--- config.mk ---
export PLATFORM = sky130hd
export DESIGN_NAME = keypad_scanner_flat
export DESIGN_NICKNAME = d
export VERILOG_FILES = /design/src/rtl/keypad_scanner_if.sv /design/src/rtl/keypad_scanner.sv /design/src/flat_wrapper.sv
export SDC_FILE = /design/constraint.sdc
export NUM_CORES = 1
export LEC_CHECK = 0
export BUFFER_PORTS_ARGS = -buffer_cell sky130_fd_sc_hd__buf_2
export CAP_MARGIN = 20
export CORE_MARGIN = 2
export CORE_UTILIZATION = 30
export CTS_CLUSTER_SIZE = 24
export DETAILED_ROUTE_END_ITERATION = 10
export GPL_ROUTABILITY_DRIVEN = 0
export GPL_TIMING_DRIVEN = 0
export PLACE_DENSITY = 0.47
export SLEW_MARGIN = 15
export SYNTH_ARGS = -nofsm -noshare
export SYNTH_HDL_FRONTEND = slang
export SYNTH_SLANG_ARGS = --single-unit
--- constraint.sdc ---
create_clock -name i_hwclk -period 3.6 [get_ports i_hwclk]
set_input_delay 1.08 -clock i_hwclk [delete_from_list [all_inputs] [get_ports i_hwclk]]
set_output_delay 1.08 -clock i_hwclk [all_outputs]
set_load 0.01 [all_outputs]
--- src/rtl/keypad_scanner_if.sv ---
// Keypad scanner bundle: matrix drive/sense plus the debounced key outputs.
//   row_n      keypad rows, active low (driven by the keypad)
//   col_n      column drive, one-hot low
//   button     code of the last accepted key
//   bstate     high while a debounced key is held
//   key_strobe one-cycle pulse in the cycle bstate falls
//   multi_key  high for the scan period after a scan that saw more than one key
// master = scanner side, slave = keypad/consumer side.
interface keypad_scanner_if;
   logic [3:0] row_n;
   logic [3:0] col_n;
   logic [3:0] button;
   logic       bstate;
   logic       key_strobe;
   logic       multi_key;

   modport master (
      input  row_n,
      output col_n, button, bstate, key_strobe, multi_key
   );

   modport slave (
      output row_n,
      input  col_n, button, bstate, key_strobe, multi_key
   );
endinterface

--- src/rtl/keypad_scanner.sv ---
// 4x4 active-low matrix keypad scanner with scan-level debounce.
// Walks one low column per SCAN_DIV-cycle slot, collects the row hits of a
// full four-column scan, and runs a debounce FSM once per completed scan.
//   i_hwclk  system clock
//   i_rst_n  asynchronous reset, active low
//   io_kp    keypad_scanner_if.master (row_n in; col_n, button, bstate,
//            key_strobe, multi_key out, all registered)
//
// state   | meaning
// IDLE    | no key accepted, waiting for a single-key scan
// PRESS   | same single key seen on r_cnt consecutive scans
// HELD    | key accepted, bstate high
// RELEASE | key accepted, r_cnt consecutive empty scans seen
module keypad_scanner #(
   parameter int SCAN_DIV       = 12000,
   parameter int DEBOUNCE_SCANS = 4
) (
   input  logic            i_hwclk,
   input  logic            i_rst_n,
   keypad_scanner_if.master io_kp
);

   localparam int DW = $clog2(SCAN_DIV);
   localparam int CW = $clog2(DEBOUNCE_SCANS + 1);
   localparam logic [DW-1:0] LP_DIV_LAST = DW'(SCAN_DIV - 1);
   localparam logic [CW-1:0] LP_DB       = CW'(DEBOUNCE_SCANS);
   localparam logic [CW-1:0] LP_ONE      = CW'(1);

   typedef enum logic [1:0] {
      ST_IDLE    = 2'd0,
      ST_PRESS   = 2'd1,
      ST_HELD    = 2'd2,
      ST_RELEASE = 2'd3
   } state_t;

   function automatic logic [3:0] f_key_code(input logic [1:0] row, input logic [1:0] col);
      logic [3:0] code;
      case ({row, col})
         4'd0:    code = 4'd1;
         4'd1:    code = 4'd2;
         4'd2:    code = 4'd3;
         4'd3:    code = 4'd10;
         4'd4:    code = 4'd4;
         4'd5:    code = 4'd5;
         4'd6:    code = 4'd6;
         4'd7:    code = 4'd11;
         4'd8:    code = 4'd7;
         4'd9:    code = 4'd8;
         4'd10:   code = 4'd9;
         4'd11:   code = 4'd12;
         4'd12:   code = 4'd14;
         4'd13:   code = 4'd0;
         4'd14:   code = 4'd15;
         default: code = 4'd13;
      endcase
      return code;
   endfunction

   logic [3:0]    r_row_meta;
   logic [3:0]    r_row_sync;
   logic [DW-1:0] r_div;
   logic [1:0]    r_col;
   logic [3:0]    r_col_n;
   logic [1:0]    r_acc_cnt;
   logic [3:0]    r_acc_code;
   state_t        r_state;
   logic [CW-1:0] r_cnt;
   logic [3:0]    r_cand;
   logic [3:0]    r_button;
   logic          r_bstate;
   logic          r_strobe;
   logic          r_multi;

   logic          w_slot_end;
   logic          w_scan_end;
   logic [3:0]    w_hits;
   logic [2:0]    w_col_cnt;
   logic [3:0]    w_col_code;
   logic [2:0]    w_sum;
   logic [3:0]    w_scan_code;
   logic          w_none;
   logic          w_single;
   state_t        w_state_nxt;
   logic [CW-1:0] w_cnt_nxt;
   logic [CW-1:0] w_cnt_inc;
   logic [3:0]    w_cand_nxt;
   logic [3:0]    w_button_nxt;
   logic          w_bstate_nxt;
   logic          w_strobe_nxt;

   always_ff @(posedge i_hwclk or negedge i_rst_n) begin
      if (!i_rst_n) begin
         r_row_meta <= 4'hF;
         r_row_sync <= 4'hF;
      end else begin
         r_row_meta <= io_kp.row_n;
         r_row_sync <= r_row_meta;
      end
   end

   assign w_slot_end = (r_div == LP_DIV_LAST);
   assign w_scan_end = w_slot_end && (r_col == 2'd3);
   assign w_hits     = ~r_row_sync;
   assign w_col_cnt  = {2'b00, w_hits[0]} + {2'b00, w_hits[1]} +
                       {2'b00, w_hits[2]} + {2'b00, w_hits[3]};

   // Code of the lowest hit row; only meaningful when exactly one hit exists.
   always_comb begin
      w_col_code = 4'd0;
      for (int r = 3; r >= 0; r--) begin
         if (w_hits[r]) w_col_code = f_key_code(2'(r), r_col);
      end
   end

   // Running scan total including the slot being sampled right now.
   assign w_sum       = {1'b0, r_acc_cnt} + w_col_cnt;
   assign w_scan_code = (r_acc_cnt == 2'd0) ? w_col_code : r_acc_code;
   assign w_none      = (w_sum == 3'd0);
   assign w_single    = (w_sum == 3'd1);

   always_ff @(posedge i_hwclk or negedge i_rst_n) begin
      if (!i_rst_n) begin
         r_div      <= '0;
         r_col      <= 2'd0;
         r_col_n    <= 4'b1110;
         r_acc_cnt  <= 2'd0;
         r_acc_code <= 4'd0;
      end else if (w_slot_end) begin
         r_div   <= '0;
         r_col   <= r_col + 2'd1;
         r_col_n <= {r_col_n[2:0], r_col_n[3]};
         if (r_col == 2'd3) begin
            r_acc_cnt  <= 2'd0;
            r_acc_code <= 4'd0;
         end else begin
            // Saturate at 2: anything beyond one hit is already MULTI.
            r_acc_cnt  <= (w_sum >= 3'd2) ? 2'd2 : w_sum[1:0];
            r_acc_code <= w_scan_code;
         end
      end else begin
         r_div <= r_div + DW'(1);
      end
   end

   // State register
   always_ff @(posedge i_hwclk or negedge i_rst_n) begin
      if (!i_rst_n) begin
         r_state  <= ST_IDLE;
         r_cnt    <= '0;
         r_cand   <= 4'd0;
         r_button <= 4'd0;
         r_bstate <= 1'b0;
         r_strobe <= 1'b0;
         r_multi  <= 1'b0;
      end else begin
         r_state  <= w_state_nxt;
         r_cnt    <= w_cnt_nxt;
         r_cand   <= w_cand_nxt;
         r_button <= w_button_nxt;
         r_bstate <= w_bstate_nxt;
         r_strobe <= w_strobe_nxt;
         if (w_scan_end) r_multi <= (w_sum >= 3'd2);
      end
   end

   // Next-state logic, stepped once per completed scan
   always_comb begin
      w_state_nxt = r_state;
      w_cnt_nxt   = r_cnt;
      w_cand_nxt  = r_cand;
      w_cnt_inc   = r_cnt + LP_ONE;
      if (w_scan_end) begin
         case (r_state)
            ST_IDLE: begin
               if (w_single) begin
                  w_cand_nxt  = w_scan_code;
                  w_cnt_nxt   = LP_ONE;
                  w_state_nxt = (LP_ONE == LP_DB) ? ST_HELD : ST_PRESS;
               end
            end
            ST_PRESS: begin
               if (w_single && (w_scan_code == r_cand)) begin
                  w_cnt_nxt = w_cnt_inc;
                  if (w_cnt_inc == LP_DB) w_state_nxt = ST_HELD;
               end else if (w_single) begin
                  w_cand_nxt = w_scan_code;
                  w_cnt_nxt  = LP_ONE;
               end else begin
                  w_state_nxt = ST_IDLE;
               end
            end
            ST_HELD: begin
               if (w_none) begin
                  w_cnt_nxt   = LP_ONE;
                  w_state_nxt = (LP_ONE == LP_DB) ? ST_IDLE : ST_RELEASE;
               end
            end
            default: begin
               if (w_none) begin
                  w_cnt_nxt = w_cnt_inc;
                  if (w_cnt_inc == LP_DB) w_state_nxt = ST_IDLE;
               end else begin
                  w_state_nxt = ST_HELD;
               end
            end
         endcase
      end
   end

   // Output logic: bstate tracks HELD/RELEASE; button loads only on the rising edge of bstate
   always_comb begin
      w_bstate_nxt = (w_state_nxt == ST_HELD) || (w_state_nxt == ST_RELEASE);
      w_strobe_nxt = r_bstate && !w_bstate_nxt;
      w_button_nxt = (w_bstate_nxt && !r_bstate) ? w_cand_nxt : r_button;
   end

   assign io_kp.col_n      = r_col_n;
   assign io_kp.button     = r_button;
   assign io_kp.bstate     = r_bstate;
   assign io_kp.key_strobe = r_strobe;
   assign io_kp.multi_key  = r_multi;

endmodule

--- src/flat_wrapper.sv ---
// flat-port wrapper written by rule: the top's interface ports become plain ports
module keypad_scanner_flat 
#(
   parameter int SCAN_DIV       = 12000,
   parameter int DEBOUNCE_SCANS = 4
)
  (i_hwclk, i_rst_n, io_kp_row_n, io_kp_col_n, io_kp_button, io_kp_bstate, io_kp_key_strobe, io_kp_multi_key);
  keypad_scanner_if io_kp_i ();
  input  logic i_hwclk;
  input  logic i_rst_n;
  input wire logic [$bits(io_kp_i.row_n)-1:0] io_kp_row_n;
  output wire logic [$bits(io_kp_i.col_n)-1:0] io_kp_col_n;
  output wire logic [$bits(io_kp_i.button)-1:0] io_kp_button;
  output wire logic [$bits(io_kp_i.bstate)-1:0] io_kp_bstate;
  output wire logic [$bits(io_kp_i.key_strobe)-1:0] io_kp_key_strobe;
  output wire logic [$bits(io_kp_i.multi_key)-1:0] io_kp_multi_key;
  assign io_kp_i.row_n = io_kp_row_n;
  assign io_kp_col_n = io_kp_i.col_n;
  assign io_kp_button = io_kp_i.button;
  assign io_kp_bstate = io_kp_i.bstate;
  assign io_kp_key_strobe = io_kp_i.key_strobe;
  assign io_kp_multi_key = io_kp_i.multi_key;
  keypad_scanner #(.SCAN_DIV(SCAN_DIV), .DEBOUNCE_SCANS(DEBOUNCE_SCANS)) u_core (.i_hwclk(i_hwclk), .i_rst_n(i_rst_n), .io_kp(io_kp_i));
endmodule
==> Word-level counts from Yosys, hierarchy flattened <==
Index checks and enable logic that the tools add are counted.
{ "classes": {"n_addsub": 7, "order_cmp": 1, "eq_ne": 12, "muxes": 31, "bitwise": 1, "n_reduce_logical": 13} }
{ "op_table": {"columns": ["operator", "n"], "rows": [
  ["$pmux 4 s4", 3],
  ["$mux 4", 9],
  ["$mux 2", 10],
  ["$add 14x1->14 const B", 1],
  ["$eq 14x14->1 const B", 1],
  ["$mux 14", 1],
  ["$mux 3", 4],
  ["$pmux 4 s3", 1],
  ["$eq 2x2->1 const B", 5],
  ["$pmux 3 s3", 1],
  ["$pmux 4 s2", 1],
  ["$add 3x1->3", 2],
  ["$logic_not 2->1", 3],
  ["$pmux 2 s3", 1],
  ["$eq 2x1->1 const B", 2],
  ["$eq 4x4->1", 1],
  ["$logic_and 1x1->1", 4],
  ["$not 4->4", 1],
  ["$add 2x3->3", 1],
  ["$add 3x1->3 const B", 1],
  ["$eq 3x1->1 const B", 1],
  ["$eq 3x3->1 const B", 1],
  ["$ge 3x2->1 const B", 1],
  ["$logic_not 3->1", 1],
  ["7 further kinds", 8]
]} }
{ "totals": {"register_bits": 50, "input_bits": 6, "output_inout_bits": 11, "word_cells": 79} }

==> Depth between registers and ports, before layout <==
{ "depth": {"depth_word": 16, "mapped_depth": 13, "mapped_depth_nobuf": 13} }

==> Worst setup path after synthesis <==
Ideal clock, no wire load.
{ "synth_path": {"path_type": "register to register", "from": "reg u_core.r_row_sync[0]", "to": "reg u_core.r_button[3], in the netlist u_core.io_kp.button[3]", "setup_time_ns": 0.128, "t_arrival_ns": 3.372, "required_time_ns": 3.472, "setup_slack_ns": 0.101, "path_stages_with_launch": 14, "path_buffers": 0, "period_less_slack_ns": 3.499, "cell_sequence": "dfstp_2 > inv_1 > ha_1 > fa_1 > ha_1 > inv_1 > fa_1 > xor2_1 > nand2_1 > nor3_4 > nand2_1 > a41oi_2 > mux2_2 > mux2_1"} }
{ "synth_via": {"elab_cells_between_ends": 26, "classes_between": "add/sub (4); eq/ne (4); mux (13); bitwise (1); reduce/logical (4)"} }
{ "synth_rtl": {"columns": ["element", "line_no", "rtl"], "rows": [
  ["from (decl)", "keypad_scanner.sv:60", "logic [3:0] r_row_sync;"],
  ["from (signal assigned)", "keypad_scanner.sv:97", "r_row_sync <= r_row_meta;"],
  ["$not 4->4 *", "keypad_scanner.sv:103", "assign w_hits = ~r_row_sync;"],
  ["$add 1x1->2", "keypad_scanner.sv:104", "assign w_col_cnt = {2'b00, w_hits[0]} + {2'b00, w_hits[1]} +"],
  ["$add 3x1->3", "keypad_scanner.sv:104", null],
  ["$add 3x1->3", "keypad_scanner.sv:105", "{2'b00, w_hits[2]} + {2'b00, w_hits[3]};"],
  ["$add 2x3->3", "keypad_scanner.sv:116", "assign w_sum = {1'b0, r_acc_cnt} + w_col_cnt;"],
  ["$eq 3x1->1", "keypad_scanner.sv:119", "assign w_single = (w_sum == 3'd1);"],
  ["$mux 4 or $logic_and 1x1->1 (tied branches)", "keypad_scanner.sv:175, keypad_scanner.sv:185, keypad_scanner.sv:182", null],
  ["$mux 4", "keypad_scanner.sv:182", "if (w_single && (w_scan_code == r_cand)) begin"],
  ["$pmux 4 s2 *", "keypad_scanner.sv:173", "case (r_state)"],
  ["$mux 4 *", "keypad_scanner.sv:172", "if (w_scan_end) begin"],
  ["via u_core.w_cand_nxt[3]", "keypad_scanner.sv:86", "logic [3:0] w_cand_nxt;"],
  ["to (signal assigned)", "keypad_scanner.sv:159", "r_button <= w_button_nxt;"],
  ["to (decl)", "keypad_scanner.sv:69", "logic [3:0] r_button;"]
]} }
The timed path passes the listed nets; every way through them passes the cells marked *.
A chain may end at the register's enable or synchronous reset.

==> Worst setup path in the final report <==
{ "layout_path": {"from": "reg u_core.r_row_sync[1]", "to": "reg u_core.r_button[3], in the netlist u_core.io_kp.button[3]"} }
{ "layout_via": {"elab_chain_cells": 13, "elab_cells_between_ends": 27, "classes_between": "add/sub (4); eq/ne (4); mux (14); bitwise (1); reduce/logical (4)"} }
{ "layout_rtl": {"columns": ["element", "line_no", "rtl"], "rows": [
  ["$not 4->4 *", "keypad_scanner.sv:103", null],
  ["$add 1x1->2", "keypad_scanner.sv:104", null],
  ["$add 3x1->3", "keypad_scanner.sv:104", null],
  ["$add 3x1->3", "keypad_scanner.sv:105", null],
  ["$add 2x3->3", "keypad_scanner.sv:116", null],
  ["$eq 3x1->1", "keypad_scanner.sv:119", null],
  ["$mux 2 or $logic_and 1x1->1 (tied branches)", "keypad_scanner.sv:185, keypad_scanner.sv:182", null],
  ["$mux 2", "keypad_scanner.sv:182", null],
  ["$pmux 2 s3", "keypad_scanner.sv:173", null],
  ["$mux 2", "keypad_scanner.sv:172", null],
  ["$eq 2x2->1", "keypad_scanner.sv:212", "w_bstate_nxt = (w_state_nxt == ST_HELD) || (w_state_nxt == ST_RELEASE);"],
  ["$logic_or 1x1->1", "keypad_scanner.sv:212", null],
  ["$logic_and 1x1->1", "keypad_scanner.sv:214", "w_button_nxt = (w_bstate_nxt && !r_bstate) ? w_cand_nxt : r_button;"]
]} }
Every way passes the cells marked *; elsewhere a longest branch is shown, timed or not.

==> reports/qor.csv <==
stage;metric;value;unit
outcome;status;complete, no violations;
setup_path;criticalPathCategory;reg -> reg;
setup_path;rr_worst_depth;13;
logic_synthesis;avgSynthCellArea;10.4;um2
worst_hold_path;min_path_cells;0;
timing;slew_headroom;45.9;%
clocking;worst_skew_pair.late_latency;300;ps
timing;fin_crit_sh;98.4;%
floorplanning;die_y;95.2;um
timing;max_freq;282;MHz
clocking;cts_made_buffers;5;
setup_path;critPathLaunchType;flip-flop;
timing;final_max_slew_viol_count;0;
timing;setup_violations;0;
global_routing;grt_pass1_vias;1927;
setup_path;slowest_stage;dfstp_2;
logic_synthesis;synth-seq-cells;50;
job;maxCapViolations;0;
floorplanning;num_rows;33;
setup_path;cp-end-kind;flip-flop;
setup_path;worst-path-max-fanout;4;
global_routing;track_usage;12.8;%
clocking;path_clk_slew;100;ps
floorplanning;start_util;30.6;%
setup_path;worstPathCellList;inv_2 -> ha_4 -> fa_1 -> ha_2 -> inv_2 -> fa_2 -> nand2_2 -> nor3_4 -> nand3_2 -> mux2i_4 -> a211oi_4 -> buf_6 -> mux2_4;
route;routed-via-count;1780;
finish;stdcell_area;2980;um2
logic_synthesis;synthArstFlopShare;100;%
logic_synthesis;synth_area;2490;um2
global_routing;antenna_found_initial;0;
route;drt_wl_total;5110;um
finish;final_cell_mix;dfrtp_1 (39), nand2_1 (31), nor2_1 (23);
logic_synthesis;synth_ff_type;dfrtp_1;
clocking;cts_sinks;50;
setup_path;path_buf_inv;3;
timing;worst_pin_slew;804;ps
logic_synthesis;synth-edff-count;0;
clocking;cts_buffer_depth;2;
setup_path;critPathMaxStageDelay;570;ps
route;antenna_left;0;
finish;antenna_cells;0;
global_routing;grt_overflow;0;
pwr;p_leak;1.35;nW
timing;skew;4.39;ps
clocking;ctsHoldBuffers;0;
finish;syn_to_final_growth;19.7;%
timing;min_period;3540;ps
placement;place_area;2720;um2
setup_path;cpMostUsedCell;inv_2;
route;drtIter0Drc;82;
setup_path;critical_path_arrival;3730;ps
clocking;htree_levels;2;
logic_synthesis;ys_warn_count;0;
floorplanning;die_x;95.2;um
logic_synthesis;synth_nets;258;
global_routing;grt_max_degree;34;
pwr;power.density;345;nW/um2
setup_path;worst-path-stages;13;
setup_path;crit_family;adder cells;
placement;dp_hpwl;3640;um
route;drtPass1Iterations;4;
floorplanning;coreArea;8130;um2
logic_synthesis;synthDistinctLibCells;48;
clocking;root_buffer;clkbuf_8;
clocking;cts_tree;built;
timing;setup_tns;0;ps
route;wl_per_cell;13.5;um
timing;rsz0062_at_grt;true;
floorplanning;dieArea;9050;um2
placement;io_buffers;16;
finish;drive_above_1_share;25.3;%
setup_path;required;3790;ps
floorplanning;io_pins;17;
pwr;peakVddDrop;0.166;mV
finish;n_fill_cell;807;
finish;final_nets;291;
route;drc;0;
finish;layout_commonest_cell;dfrtp_1;
timing;finalHoldViolations;0;
logic_synthesis;ys_seq_area_share;50.8;%
timing;hold_slack;361;ps
logic_synthesis;synthCells;239;
global_routing;grt_pass1_wl;9030;um
worst_hold_path;hold_path.class;reg -> reg;
route;via_per_inst;4.71;
finish;utilization;36.7;%
pwr;power;1.03;mW
per-stage QoR:
stage	std cells	worst slack (ps)
3_3_place_gp	360	-265
5_1_grt	378	-69.7
3_5_place_dp	361	-309
2_1_floorplan	239	101
4_1_cts	376	2.99
6_report	378	58.3
synthesized netlist by cell type (3+ instances only):
cell type | instances | area share [%]
dfrtp_1 | 39 | 39
mux2_1 | 4 | 1.8
clkbuf_1 | 4 | 0.60
ha_1 | 11 | 5.5
a21oi_1 | 6 | 1.2
xnor2_1 | 7 | 2.5
nor2_1 | 23 | 3.5
o21ai_0 | 14 | 2.8
a22o_1 | 4 | 1.4
nand2_1 | 33 | 5.0
xor2_1 | 10 | 3.5
nand3_1 | 10 | 2.0
dfstp_2 | 11 | 12
inv_1 | 15 | 2.3
nor3_1 | 3 | 0.60
mux2_2 | 4 | 1.8
registers in the layout (all words and copies together), names as in the netlist:
register and flops:
u_core.io_kp.bstate 1, u_core.r_row_sync 4, u_core.io_kp.col_n 4, u_core.r_row_meta 4, u_core.r_cnt 3, u_core.r_col 2
u_core.r_acc_code 4, u_core.r_state 2, u_core.r_cand 4, u_core.r_acc_cnt 2, u_core.io_kp.key_strobe 1, u_core.io_kp.button 4
u_core.io_kp.multi_key 1, u_core.r_div 14
final cells by class:
class	count	area [um2]	area share (%)
buffer	5	20.0	0.671
timing repair buffer	26	171	5.75
tap	105	131	4.40
sequential	50	1260	42.4
multi-input combinational	169	1230	41.3
inverter	15	56.3	1.89
clock inverter	2	13.8	0.461
clock buffer	6	93.8	3.15
worst paths after layout:
| kind | from | endpoint | slack [ps] |
|---|---|---|---|
| setup / recovery | u_core.r_row_sync[1] | u_core.io_kp.button[3] | 60 |
| hold / removal | u_core.r_row_meta[1] | u_core.r_row_sync[1] | 360 |
| setup reg to reg | u_core.r_row_sync[1] | u_core.io_kp.button[3] | 60 |
| hold reg to reg | u_core.r_row_meta[1] | u_core.r_row_sync[1] | 360 |
| max in group asynchronous | i_rst_n | u_core.r_row_meta[0] | 2290 |
| min in group asynchronous | i_rst_n | u_core.r_acc_cnt[0] | 720 |
per-layer routing:
metal	wire, um	vias up	track usage (%)
met3	147	9	2.85
met1	2550	857	17.1
met2	2330	25	20.7
met5	0	-	0
met4	78	0	3.99
li1	-	889	-
cell families after synthesis:
kind of cell / after synthesis / synth area share, %
simple gates: 87 / 16.5
flops: 50 / 50.8
compound gates: 41 / 11.6
buf+inv: 20 / 3.06
xor+xnor: 17 / 5.97
fa+ha+maj: 13 / 7.13
mux: 11 / 4.97
what timing repair did:
| item | in CTS | in global routing |
|---|---|---|
| pin swaps | 6 | 2 |
| endpoints found under the setup margin | 6 | 4 |
| resized for setup | 7 | 11 |
| buffers inserted | 7 | 2 |
where the power goes:
group          switching (mW)  internal [mW]
clock                   0.200          0.181
sequential            0.00325          0.570
combinational          0.0477         0.0284
Note: power is estimated with default switching activity, not from simulation.
